<file path="src/rtl/timer_counter.sv">
// -----------------------------------------------------------------------------
// timer_counter
//   Memory-mapped 32-bit down-counting timer with one-shot / auto-reload modes
//   and a maskable interrupt request.
//
// Ports
//   clk     in   system clock, all state updates on the rising edge
//   reset   in   synchronous active-high reset
//   addr    in   word address [31:2]; only addr[3:2] is decoded
//   we      in   write strobe for this device
//   byteen  in   byte enables, bit i covers din[8i+7:8i]
//   din     in   store data
//   dout    out  combinational read data for addr[3:2]
//   irq     out  interrupt request (irq_flag & CTRL.IM)
//
// Register map (addr[3:2])
//   0 CTRL   : bit0 EN, bits[2:1] MODE, bit3 IM (upper bits read 0)
//   1 PRESET : reload value
//   2 COUNT  : current count, read-only
//   3        : reserved, reads 0
// -----------------------------------------------------------------------------
module timer_counter #(
   parameter logic [31:0] PRESET_RST = 32'd0
) (
   input  logic        clk,
   input  logic        reset,
   input  logic [31:2] addr,
   input  logic        we,
   input  logic [3:0]  byteen,
   input  logic [31:0] din,
   output logic [31:0] dout,
   output logic        irq
);

   localparam logic [1:0] ADDR_CTRL   = 2'd0;
   localparam logic [1:0] ADDR_PRESET = 2'd1;
   localparam logic [1:0] ADDR_COUNT  = 2'd2;
   localparam logic [1:0] MODE_RELOAD = 2'd1;

   typedef enum logic [1:0] {
      ST_IDLE = 2'd0,
      ST_LOAD = 2'd1,
      ST_CNT  = 2'd2,
      ST_INT  = 2'd3
   } state_t;

   state_t      state_q, state_d;
   logic [3:0]  ctrl_q, ctrl_d, ctrl_fsm_s;
   logic [31:0] preset_q, preset_d;
   logic [31:0] count_q, count_d;
   logic        irq_flag_q, irq_flag_d, irq_flag_fsm_s;
   logic        irq_q;
   logic [31:0] wmask_s;
   logic        ctrl_wr_s, preset_wr_s;

   // Upper address bits are decoded by the bridge, not here.
   logic unused_addr_s;
   assign unused_addr_s = ^addr[31:4];

   // Expand byte enables into a 32-bit bit mask.
   function automatic logic [31:0] byte_mask(input logic [3:0] be);
      logic [31:0] m;
      for (int i = 0; i < 4; i++) begin
         m[8*i +: 8] = be[i] ? 8'hFF : 8'h00;
      end
      return m;
   endfunction

   assign wmask_s     = byte_mask(byteen);
   // A write with no byte lanes enabled is a no-op, including the irq_flag clear.
   assign ctrl_wr_s   = we && (addr[3:2] == ADDR_CTRL)   && (byteen != 4'd0);
   assign preset_wr_s = we && (addr[3:2] == ADDR_PRESET) && (byteen != 4'd0);

   // Timer sequencing: acts on the registered CTRL value only.
   always_comb begin
      state_d        = state_q;
      count_d        = count_q;
      ctrl_fsm_s     = ctrl_q;
      irq_flag_fsm_s = irq_flag_q;
      case (state_q)
         ST_IDLE: begin
            if (ctrl_q[0]) begin
               state_d = ST_LOAD;
            end else begin
               state_d = ST_IDLE;
            end
         end
         ST_LOAD: begin
            count_d        = preset_q;
            irq_flag_fsm_s = 1'b0;
            state_d        = ST_CNT;
         end
         ST_CNT: begin
            if (!ctrl_q[0]) begin
               state_d = ST_IDLE;
            end else if (count_q > 32'd1) begin
               count_d = count_q - 32'd1;
            end else begin
               // 0 or 1 both expire here, so COUNT never wraps below zero.
               count_d        = 32'd0;
               irq_flag_fsm_s = 1'b1;
               state_d        = ST_INT;
            end
         end
         ST_INT: begin
            if (ctrl_q[2:1] == MODE_RELOAD) begin
               irq_flag_fsm_s = 1'b0;
            end else begin
               ctrl_fsm_s[0] = 1'b0;
            end
            state_d = ST_IDLE;
         end
         default: begin
            state_d = ST_IDLE;
         end
      endcase
   end

   // Register writes merge bytewise and take priority over the FSM's EN clear.
   always_comb begin
      if (ctrl_wr_s) begin
         ctrl_d     = (ctrl_q & ~wmask_s[3:0]) | (din[3:0] & wmask_s[3:0]);
         irq_flag_d = 1'b0;
      end else begin
         ctrl_d     = ctrl_fsm_s;
         irq_flag_d = irq_flag_fsm_s;
      end
      if (preset_wr_s) begin
         preset_d = (preset_q & ~wmask_s) | (din & wmask_s);
      end else begin
         preset_d = preset_q;
      end
   end

   // State and register update with synchronous reset.
   always_ff @(posedge clk) begin
      if (reset) begin
         state_q    <= ST_IDLE;
         ctrl_q     <= 4'd0;
         preset_q   <= PRESET_RST;
         count_q    <= 32'd0;
         irq_flag_q <= 1'b0;
         irq_q      <= 1'b0;
      end else begin
         state_q    <= state_d;
         ctrl_q     <= ctrl_d;
         preset_q   <= preset_d;
         count_q    <= count_d;
         irq_flag_q <= irq_flag_d;
         // Registered copy of irq_flag & IM, computed from the next-state values.
         irq_q      <= irq_flag_d & ctrl_d[3];
      end
   end

   // Zero-latency read-back mux.
   always_comb begin
      case (addr[3:2])
         ADDR_CTRL:   dout = {28'd0, ctrl_q};
         ADDR_PRESET: dout = preset_q;
         ADDR_COUNT:  dout = count_q;
         default:     dout = 32'd0;
      endcase
   end

   assign irq = irq_q;

endmodule

</file>
<file path="config.mk">
export PLATFORM = sky130hd
export DESIGN_NAME = timer_counter
export DESIGN_NICKNAME = d
export VERILOG_FILES = /design/src/rtl/timer_counter.sv
export SDC_FILE = /design/constraint.sdc
export NUM_CORES = 1
export LEC_CHECK = 0
export ABC_AREA = 0
export CORE_ASPECT_RATIO = 0.9
export CORE_MARGIN = 3
export CORE_UTILIZATION = 49
export CTS_CLUSTER_DIAMETER = 200
export DETAILED_ROUTE_END_ITERATION = 10
export GPL_ROUTABILITY_DRIVEN = 1
export GPL_TIMING_DRIVEN = 0
export PLACE_DENSITY = 0.92
export REMOVE_ABC_BUFFERS = 1
export SETUP_SLACK_MARGIN = 0.02
export SLEW_MARGIN = 10
export SYNTH_ARGS = -nofsm -noshare
export SYNTH_HDL_FRONTEND = slang
export SYNTH_SLANG_ARGS = --single-unit
</file>
<file path="constraint.sdc">
create_clock -name clk -period 2.5 [get_ports clk]
set_input_delay 0.25 -clock clk [delete_from_list [all_inputs] [get_ports clk]]
set_output_delay 0.25 -clock clk [all_outputs]
set_load 0.02 [all_outputs]
</file>
==> results by group <==
Cells and area
  • Area growth from synthesis to layout: 30.97%
  • Number of nets at the end of the flow: 631
  • Diodes inserted: 0
  • Post-route non-filler standard cell count: 661
  • Post-layout instance area: 5206 sq um
  • Commonest cells after routing, fill and taps aside: nand2_1, clkdlybuf4s50_1, dfxtp_1
  • Fraction of final layout cells sized beyond drive strength 1: 0.1186
  • Most frequent standard cell in the layout excluding fill and tap cells: nand2_1

Clocking
  • Worst-Skew Late Latency: 360 ps
  • Clock-pin slew of the registers on the worst-case setup and hold paths: 80 ps
  • Clock buffers created by TritonCTS: 9
  • # hold bufs at CTS: 0
  • Number of buffers on the longest clock path: 2
  • Clk sink count: 72
  • Clock tree from TritonCTS: built
  • CTS HTree Levels: 3
  • Library cell used as clock root buffer: clkbuf_8

Floorplanning
  • Number of I/O pins: 102
  • Horiz. Die Dim: 100.9 microns
  • Row count: 30
  • Effective utilization at floorplan: 0.5166
  • Total core area: 7695 sq um
  • Die Area: 9230 sq um
  • Overall die height: 91.45 microns

Detailed routing
  • Total detailed-routing wirelength: 14.49 mm
  • Post-route DRC violation count: 0
  • Number of nets with antenna violations after detailed routing: 0
  • Number of DRC markers after the initial detailed-route iteration: 882
  • Wire per inst: 21.93 microns
  • Routed via count divided by cell count: 7.068
  • Drt pass-1 iters: 6
  • Total number of vias: 4672

STA
  • TNS Setup: 0 ps
  • Setup-violating endpoint count in the final report: 0
  • Number of max-slew violations in the final report: 0
  • Final setup skew: 9.614 ps
  • Least-Margin Pin Slew: 1026 ps
  • Post-route worst hold slack: 356.9 ps
  • Headroom to the max-slew limit: 0.3163
  • Max Clk Rate: 403.8 MHz
  • Setup repair after global routing missed its margin: yes
  • Part of the cycle the worst path needs: 0.9906
  • Clock period minus worst slack: 2476 ps
  • Number of hold violations in the final report: 0

Global routing
  • Antenna violations before repair: 0
  • Vias in the first global route: 4305
  • First-pass GRT wire length: 21.42 mm
  • Total Routing Usage GR: 0.2899
  • Residual overflow from global routing: 0
  • Largest net degree at the start of global routing: 41

Run
  • Maxcap violations: 0

Power and ir drop
  • Total power density per cell area: 476.5 nW/um^2
  • Pleak: 1.839 nW
  • Final Power: 2.481 mW
  • Peak supply drop: 0.0002865 V

Setup path
  • Nature of the critical path startpoint: flop
  • Worst Setup Path Type: flop to flop
  • Worst Setup End Kind: flop
  • Data arrival time of the critical path: 2730 ps
  • Maximum fanout count along the critical path: 13
  • Worst EP required: 2750 ps

Placement
  • Quantity of I/O buffers inserted on ports: 73
  • Instance area at placement: 4682 sq um
  • Detailed-placement wirelength estimate: 7.630 mm
  • Placed Instances: 629
  • RD Place Congestion: 0.9296

Hold path
  • Path category of the worst min-delay check: input pin to flop

Outcome
  • Status: complete, no violations

Logic synthesis
  • Mean post-synth cell area: 7.950 sq um
  • Commonest register cell after synthesis: dfxtp_1
  • Proportion of synthesized flip-flops having asynchronous set or reset: 0
  • Count of flip-flops with a built-in enable after synthesis: 0
  • Sequential area share after synthesis: 0.3626
  • Number of warning messages in the yosys log: 0
  • Post-Synthesis Cell Area: 3975 sq um
  • Post-synthesis register bit count: 72
  • Number of different library cells in the post-synthesis netlist: 67
  • Gate count after technology mapping: 500
worst paths after layout:
check                           from                      end  slack [ps]  depth (start not counted)
max          count_q[7]$_SDFFE_PP0P_  count_q[2]$_SDFFE_PP0P_          20                          5
min                            reset  count_q[8]$_SDFFE_PP0P_         360                          2
max reg2reg  count_q[7]$_SDFFE_PP0P_  count_q[2]$_SDFFE_PP0P_          20                          5
min reg2reg                     flop                     flop         480                          2
synthesized netlist by cell type, types with 3 or more instances:
library cell  instances  area share
nand4_1               5      0.0079
mux2i_1               5       0.013
buf_1                 3      0.0028
o21ai_0              19       0.024
a222oi_1              4       0.010
a22o_1               29       0.064
a21oi_1              48       0.060
a22oi_1              10       0.019
a211oi_1              4      0.0076
dfxtp_1              72        0.36
inv_1                 8      0.0076
a221oi_1              4      0.0088
or3_1                 6      0.0094
nor2_1               10      0.0094
or4_1                 7       0.013
nand3_1              19       0.024
nand3b_1              3      0.0057
a31oi_1              10       0.016
o21a_1                3      0.0057
nor2b_1               5      0.0079
o311ai_0              3      0.0066
nor3_1               13       0.016
and3_1                5      0.0079
buf_6                 3      0.0085
nand2_1              96       0.091
clkbuf_1             32       0.030
nor4_1               11       0.017
a32o_1                6       0.015
o31ai_1               3      0.0057
o21ai_1               4      0.0050
timing repair:
item | 4_1_cts | 5_1_grt
setup endpoints to repair | 62 | 60
resized for setup | 13 | 16
setup buffers | 3 | 7
pin swaps | 3 | 5
gates cloned | 5 | 1
through the flow:
step,setup slack [ps],util
after floorplan,-453.1,-
after global placement,-1665,0.6015
after detailed placement,-450.0,0.6085
after CTS,20.48,0.6577
after global routing,-53.02,0.6766
final,23.51,0.6766
area by class of cell:
class / instances / area [sq um]
Inverter: 8 / 30.03
Tap cell: 96 / 120.1
Multi-Input combinational cell: 384 / 2505
Clock inverter: 6 / 91.34
Clock buffer: 10 / 137.6
Fill cell: 569 / 2489
Timing Repair Buffer: 85 / 875.8
Sequential cell: 72 / 1446
power breakdown:
group / leakage, nW / total, mW / internal (mW) / switching [mW]
sequential: 0.583 / 1.17 / 1.16 / 0.0157
clock: 0.105 / 1.06 / 0.592 / 0.465
combinational: 1.15 / 0.249 / 0.115 / 0.135
critical path, cell delays in order, from the launching register on:
cell	delay, ps
dfxtp_1	380
nor4_4	600
and4_2	520
a31oi_4	280
a32o_1	370
a32o_1	210
routing by layer:
metal | up-vias | share of wire | track usage
met5 | - | 0 | 0
met2 | 426 | 0.44 | 0.4561
li1 | 2022 | - | -
met3 | 137 | 0.14 | 0.07143
met1 | 2087 | 0.35 | 0.3624
met4 | 0 | 0.080 | 0.1539
cells by family (layout without fill, tap and decap cells):
family / count (synthesis) / in the layout / synth area share
xor gates and xnor gates: 1 / 1 / 0.002204
and+or+nand+nor: 200 / 204 / 0.2568
adders and majority gates: 2 / 2 / 0.006294
muxes: 5 / 5 / 0.01259
buffers and inverters: 50 / 109 / 0.05729
AOI/OAI and AO/OA: 170 / 172 / 0.3022
DFF: 72 / 72 / 0.3626
(Power assumes the default switching activity.)
